$ cat config.mk
export PLATFORM = sky130hd
export DESIGN_NAME = par2ser_feed
export DESIGN_NICKNAME = d
export VERILOG_FILES = /design/src/rtl/par2ser_feed.sv
export SDC_FILE = /design/constraint.sdc
export NUM_CORES = 1
export LEC_CHECK = 0
export BUFFER_PORTS_ARGS = -buffer_cell sky130_fd_sc_hd__buf_2
export CAP_MARGIN = 5
export CORE_UTILIZATION = 25
export CTS_CLUSTER_SIZE = 25
export DETAILED_ROUTE_END_ITERATION = 12
export PLACE_DENSITY = 0.47
export SYNTH_ARGS = -nofsm -noshare
export SYNTH_HDL_FRONTEND = slang
export SYNTH_SLANG_ARGS = --single-unit
$ cat constraint.sdc
create_clock -name clk -period 2.2 [get_ports clk]
set_input_delay 0.22 -clock clk [delete_from_list [all_inputs] [get_ports clk]]
set_output_delay 0.22 -clock clk [all_outputs]
set_load 0.03 [all_outputs]
$ cat src/rtl/par2ser_feed.sv
// Parallel-to-serial feeder for the pattern-detector stage: valid/ready word
// input, one bit per clock out, one-word holding buffer for gap-free streaming.
module par2ser_feed #(
  parameter int WIDTH     = 8,
  parameter bit MSB_FIRST = 1'b1
) (
  input  logic             clk,
  input  logic             rst,
  input  logic [WIDTH-1:0] din,
  input  logic             din_valid,
  output logic             din_ready,
  output logic             dout,
  output logic             dout_valid,
  output logic             word_done,
  output logic             busy
);

  localparam int CW = (WIDTH > 2) ? $clog2(WIDTH) : 1;
  localparam logic [CW-1:0] LAST = CW'(WIDTH - 1);

  logic [WIDTH-1:0] sh, sh_n, hd, hd_n, sh_shift;
  logic [CW-1:0]    cnt, cnt_n;
  logic             sh_vld, sh_vld_n, hd_vld, hd_vld_n;
  logic             accept;

  assign din_ready  = !hd_vld;
  assign dout_valid = sh_vld;
  assign dout       = sh_vld ? (MSB_FIRST ? sh[WIDTH-1] : sh[0]) : 1'b0;
  assign word_done  = sh_vld && (cnt == LAST);
  assign busy       = sh_vld || hd_vld;
  assign accept     = din_valid && din_ready;

  // Shift toward the output end, zero-fill behind.
  assign sh_shift = MSB_FIRST ? {sh[WIDTH-2:0], 1'b0} : {1'b0, sh[WIDTH-1:1]};

  always_comb begin
    sh_n     = sh;
    hd_n     = hd;
    cnt_n    = cnt;
    sh_vld_n = sh_vld;
    hd_vld_n = hd_vld;
    if (!sh_vld) begin
      if (accept) begin
        sh_n     = din;
        cnt_n    = '0;
        sh_vld_n = 1'b1;
      end
    end else if (cnt != LAST) begin
      sh_n  = sh_shift;
      cnt_n = cnt + 1'b1;
      if (accept) begin
        hd_n     = din;
        hd_vld_n = 1'b1;
      end
    end else if (hd_vld) begin
      // din_ready is low here, so nothing can be accepted on this edge.
      sh_n     = hd;
      cnt_n    = '0;
      hd_vld_n = 1'b0;
    end else if (accept) begin
      sh_n  = din;
      cnt_n = '0;
    end else begin
      sh_vld_n = 1'b0;
    end
  end

  always_ff @(posedge clk) begin
    if (!rst) begin
      sh     <= '0;
      hd     <= '0;
      cnt    <= '0;
      sh_vld <= 1'b0;
      hd_vld <= 1'b0;
    end else begin
      sh     <= sh_n;
      hd     <= hd_n;
      cnt    <= cnt_n;
      sh_vld <= sh_vld_n;
      hd_vld <= hd_vld_n;
    end
  end

endmodule

==> results of run 1 <==
==> critical path, cell delays in order, from the launching register on <==
cell	delay [ps]
dfxtp_1	360
ha_1	190
ha_1	260
buf_4	230
and2_1	180
buf_2	210
==> cell families (layout without fill, tap and decap cells) <==
family | count (synthesis) | in the layout | share of synthesized area
AND/OR/NAND/NOR | 32 | 32 | 0.186
AO/OA/AOI/OAI | 25 | 25 | 0.188
flip-flops | 21 | 21 | 0.384
multiplexers | 15 | 15 | 0.137
buffers and inverters | 12 | 26 | 0.0708
adder cells (fa/ha/maj) | 3 | 3 | 0.0343
==> power by group <==
group	total, W	internal [W]	switching [W]
sequential	0.000426	0.000405	0.0000207
combinational	0.000137	0.0000593	0.0000779
clock	0.000256	0.000126	0.000130
total	0.000819	0.000590	0.000229
==> metrics by stage <==
step | hold slack [ps] | std cells
finish | 217 | 172
global route | 235 | 172
CTS | 215 | 172
detailed placement | 470 | 168
global placement | 464 | 168
floorplan | 367 | 108
==> per-layer routing <==
metal | part of all wire | track usage | vias up
met2 | 0.45 | 0.185 | 10
met1 | 0.52 | 0.153 | 403
met3 | 0.025 | 0.0200 | 2
li1 | - | - | 422
met5 | 0 | 0 | -
met4 | 0.0072 | 0.0313 | 0
==> area by class of cell <==
type                            count  area (um^2)
Clock buffer                        3         41.3
Clock inverter                      1         5.00
Fill cell                         454         2870
Inverter                            3         11.3
Multi-Input combinational cell     75          598
Sequential cell                    21          420
Tap cell                           50         62.6
Timing Repair Buffer               19          105
==> worst min path at each step <==
stage / start / to / slack [ps] / cells past startpoint
after global routing: din[6] / hd[6]$_SDFFE_PN0P_ / 230 / 3
after CTS: din[5] / hd[5]$_SDFFE_PN0P_ / 220 / 3
final: din[5] / hd[5]$_SDFFE_PN0P_ / 220 / 3
after global placement: hd[4]$_SDFFE_PN0P_ / hd[4]$_SDFFE_PN0P_ / 460 / 2
after floorplan: din[1] / hd[1]$_SDFFE_PN0P_ / 370 / 2
after detailed placement: hd[5]$_SDFFE_PN0P_ / hd[5]$_SDFFE_PN0P_ / 470 / 2
==> cells in the final DEF, fill, tap and decap left out, drive strengths merged <==
cell and count:
a221oi 7, o21ai 8, nor4bb 2, buf 19
o211ai 3, and3b 1, a311oi 1, or3 1
ha 3, nand2 3, nor2 8, clkbuf 3
a21oi 6, mux2i 15, dfxtp 21, clkinv 1
inv 3, nor3 1, and4bb 1, nand3b 7
and3 1, and2 2, nor2b 3, nand2b 2
==> flip-flops by register name (all words and copies together), names as in the netlist <==
name and flops:
hd_vld 1, sh 8, dout_valid 1, hd 8
cnt 3
==> impl_metrics.py, run 1 <==
metrics = {
    "run_status": {
        "status": "finished clean",
    },
    "final_layout": {
        "n_antenna_cell": 0,
        "area_delta_synth_final_pct": 13.5,
        "nets": 137,
        "design_area_um2": 1240,
        "drive_above_1_share": 0.262,
        "utilization": 0.302,
    },
    "clock_network": {
        "cts_root_buf": "clkbuf_8",
        "cts_hold_buf": 0,
        "path_clk_slew_ps": 80,
        "cts_buffers": 3,
        "cts-resized-gates": 0,
        "cts_tree": "done",
        "clock_path_buffers": 2,
        "htree_levels": 1,
        "clock_sinks": 21,
        "cts_setup_buffers": 0,
        "worstSkewPairLatency_ps": 260,
    },
    "synth": {
        "synth_top_area_frac": 0.384,
        "ys_types": 28,
        "syn_area_per_cell_um2": 10.1,
        "synth_nets": 122,
        "postSynthCellCount": 108,
        "synth-seq-cells": 21,
        "ys_warn_count": 0,
        "synth_area_leaders": "dfxtp_1, mux2i_1, a221oi_2, nand3b_1, o21ai_0",
        "yosys.area.top_type": "dfxtp_1",
        "post-synth-top-count-cell": "dfxtp_1",
        "seq_area_frac_synth": 0.384,
        "synth_common_cells": "dfxtp_1, mux2i_1, nor2_1, o21ai_0",
        "synth_area_um2": 1100,
        "async_flop_share": 0,
        "synth_ff_type": "dfxtp_1",
        "synth_edf_count": 0,
    },
    "route": {
        "drcViolationCount": 0,
        "finalWirelength_um": 2360,
        "drt_iter0_drc": 40,
        "avgViaCountPerCell": 4.87,
        "firstDrtPassIters": 4,
        "num_vias": 837,
        "detail-route-antenna-nets": 0,
        "routedWlPerCell_um": 13.7,
    },
    "die": {
        "row_count": 23,
        "fp.coreArea_um2": 4120,
        "initial_utilization": 0.266,
        "fp.dieW_um": 68.2,
        "dieArea_um2": 4650,
        "ios": 16,
        "die_h_um": 68.2,
    },
    "worst_setup_path": {
        "cp_max_fo": 15,
        "worstSetupEndpoint": "word_done",
        "path_class": "flip-flop to primary output",
        "r2r_slack_ps": 410,
        "startpoint": "cnt[0]$_SDFF_PN0_",
        "timing.rr.start": "cnt[0]$_SDFF_PN0_",
        "arrival_ps": 1680,
        "cp.required_ps": 1980,
        "endpoint_kind": "primary output",
        "worstRegToRegCells": 5,
        "start_kind": "flip-flop",
        "r2r_end": "sh[3]$_SDFF_PN0_",
    },
    "global_routing": {
        "grt_start_max_net_pins": 22,
        "grt_pass1_vias": 814,
        "grt_pass1_wl_um": 3940,
        "grt_overflow": 0,
        "antenna_found_initial": 0,
        "track_usage": 0.114,
    },
    "flow_run": {
        "cap_violations": 0,
    },
    "timing": {
        "fin_ws_ps": 304,
        "skew_ps": 1.49,
        "tightest_slew_ps": 811,
        "setup_viol": 0,
        "fin_tns_setup_ps": 0,
        "fin_crit_ps": 1900,
        "maxSlewHeadroom": 0.458,
        "rsz0062_at_grt": "no",
        "drv_slew": 0,
        "fmax_mhz": 527,
        "hold_viol_final": 0,
        "timing.final.crit_share": 0.862,
    },
    "power_and_ir_drop": {
        "p_leak_nw": 0.498,
        "power_density_nw_per_um2": 659,
        "p_total_w": 0.000819,
        "vdd_drop_max_v": 0.000346,
    },
    "placed_design": {
        "dpl_cell_area_um2": 1200,
        "place_congestion": 0.700,
        "port_buffers": 15,
        "dp_hpwl_um": 1640,
        "pre_cts_slack_ps": 412,
    },
    "worst_hold_path": {
        "hold_path_class": "input pin to flip-flop",
    },
}
Note: power is estimated with default switching activity, not from simulation.
==> inputs of run 2 (changes only) <==
Settings changed: CORE_MARGIN set to 2.
==> impl_metrics.py, run 2 (synthesized netlist as in run 1, its figures left out) <==
metrics = {
    "worst_setup_path": {
        "arrival_ps": 1710,
        "path_class": "flip-flop to primary output",
        "endpoint_kind": "primary output",
        "cp_common_cell": "ha_1",
        "cp.required_ps": 1980,
        "cp_max_fo": 12,
        "slowest_delay_ps": 350,
        "start_kind": "flip-flop",
        "worstRegToRegCells": 5,
        "path_cells": "ha_1 -> ha_1 -> buf_4 -> and2_1 -> buf_2",
        "r2r_end": "sh[4]$_SDFF_PN0_",
        "crit_slowest_cell": "dfxtp_1",
        "r2r_slack_ps": 390,
        "timing.rr.start": "cnt[0]$_SDFF_PN0_",
    },
    "timing": {
        "tightest_slew_ps": 831,
        "timing.final.crit_share": 0.876,
        "fin_tns_setup_ps": 0,
        "maxSlewHeadroom": 0.445,
        "hold_viol_final": 0,
        "drv_slew": 0,
        "rsz0062_at_grt": "no",
        "skew_ps": 1.38,
        "fmax_mhz": 519,
        "setup_viol": 0,
        "fin_crit_ps": 1930,
    },
    "clock_network": {
        "worstSkewPairLatency_ps": 260,
        "htree_levels": 1,
        "cts_root_buf": "clkbuf_8",
        "clock_sinks": 21,
        "cts-resized-gates": 0,
        "cts_tree": "done",
        "cts_buffers": 3,
        "cts_hold_buf": 0,
        "clock_path_buffers": 2,
        "path_clk_slew_ps": 80,
        "cts_setup_buffers": 0,
    },
    "route": {
        "finalWirelength_um": 2330,
        "routedWlPerCell_um": 13.3,
        "detail-route-antenna-nets": 0,
        "drt_iter0_drc": 55,
        "drcViolationCount": 0,
        "firstDrtPassIters": 4,
        "num_vias": 841,
        "avgViaCountPerCell": 4.81,
    },
    "final_layout": {
        "stdcell_count": 175,
        "fillers": 464,
        "drive_above_1_share": 0.268,
        "n_antenna_cell": 0,
        "utilization": 0.293,
        "mostFrequentLayoutCells": "dfxtp_1, mux2i_1, buf_2, nor2_1, o21ai_0",
        "multi_input_area_um2": 598,
        "ff_latch_area_um2": 420,
        "final_common_cell": "dfxtp_1",
        "nets": 138,
        "largestRegisters": "hd x8, sh x8, cnt x3",
        "design_area_um2": 1260,
        "area_delta_synth_final_pct": 14.6,
    },
    "die": {
        "fp.coreArea_um2": 4290,
        "fp.dieW_um": 70.2,
        "dieArea_um2": 4930,
        "row_count": 24,
        "ios": 16,
        "die_h_um": 70.2,
        "initial_utilization": 0.255,
    },
    "worst_hold_path": {
        "whs_path_depth": 3,
        "hold_end": "hd[3]$_SDFFE_PN0P_",
        "hp-start": "din[3]",
        "hold_path_class": "input pin to flip-flop",
    },
    "placed_design": {
        "dp_hpwl_um": 1600,
        "port_buffers": 15,
        "place_congestion": 0.771,
        "place_inst": 171,
        "dpl_cell_area_um2": 1210,
    },
    "global_routing": {
        "grt_start_max_net_pins": 22,
        "grt_use_met1": 0.144,
        "antenna_found_initial": 0,
        "grt_pass1_vias": 829,
        "track_usage": 0.101,
        "grt_util_met2": 0.152,
        "grt_overflow": 0,
        "use_met3": 0.0332,
        "grt_pass1_wl_um": 4010,
        "busiest_layer": "met2",
    },
    "power_and_ir_drop": {
        "power_density_nw_per_um2": 653,
        "p_leak_nw": 0.500,
        "vdd_drop_max_v": 0.000523,
    },
    "run_status": {
        "status": "finished clean",
    },
    "flow_run": {
        "cap_violations": 0,
    },
}
run 2: cell count changes in the layout (fill, tap and decap cells not counted):
cell        previous run  this run
clkinvlp_4             0         1
buf_4                  4         5
clkinv_2               1         0
run 2: worst max-delay path: cells and delay by family (launching register included):
| kind | cells | cell delay [ps] |
|---|---|---|
| DFF | 1 | 350 |
| adders and majority gates | 2 | 490 |
| and+or+nand+nor | 1 | 170 |
| buffers and inverters | 2 | 430 |
run 2: final cells by class:
type | count | area share
repair buffers | 20 | 0.0896
clock buffers | 3 | 0.0329
inverters | 3 | 0.00896
well taps | 52 | 0.0518
multi-input cells | 75 | 0.476
clock inverters | 1 | 0.00598
flip-flops and latches | 21 | 0.335
run 2: metal layers:
metal | vias to the layer above | wire length, um
met1 | 398 | 1170
met2 | 15 | 1060
met5 | - | 0
met3 | 2 | 90
met4 | 0 | 13
li1 | 426 | -
run 2: worst max-delay path by stage:
stage	start	slack [ps]	endpoint
final	cnt[0]$_SDFF_PN0_	270	word_done
after global routing	cnt[0]$_SDFF_PN0_	110	word_done
after floorplan	cnt[0]$_SDFF_PN0_	600	hd[0]$_SDFFE_PN0P_
after detailed placement	cnt[0]$_SDFF_PN0_	420	sh[4]$_SDFF_PN0_
after global placement	cnt[0]$_SDFF_PN0_	440	dout_valid$_SDFF_PN0_
after CTS	cnt[0]$_SDFF_PN0_	260	word_done
run 2: metrics by stage:
stage | setup slack [ps] | hold WS (ps) | total power (W)
floorplan | 604 | 367 | 0.000538
global placement | 444 | 469 | 0.000573
detailed placement | 421 | 474 | 0.000574
CTS | 260 | 203 | 0.000834
global route | 114 | 226 | 0.000870
finish | 272 | 205 | 0.000821
run 2: report_power, final:
part	leakage, nW	switching, W	total [W]	internal (W)
clock	0.0217	0.000129	0.000257	0.000128
combinational	0.306	0.0000793	0.000140	0.0000605
sequential	0.172	0.0000192	0.000424	0.000405
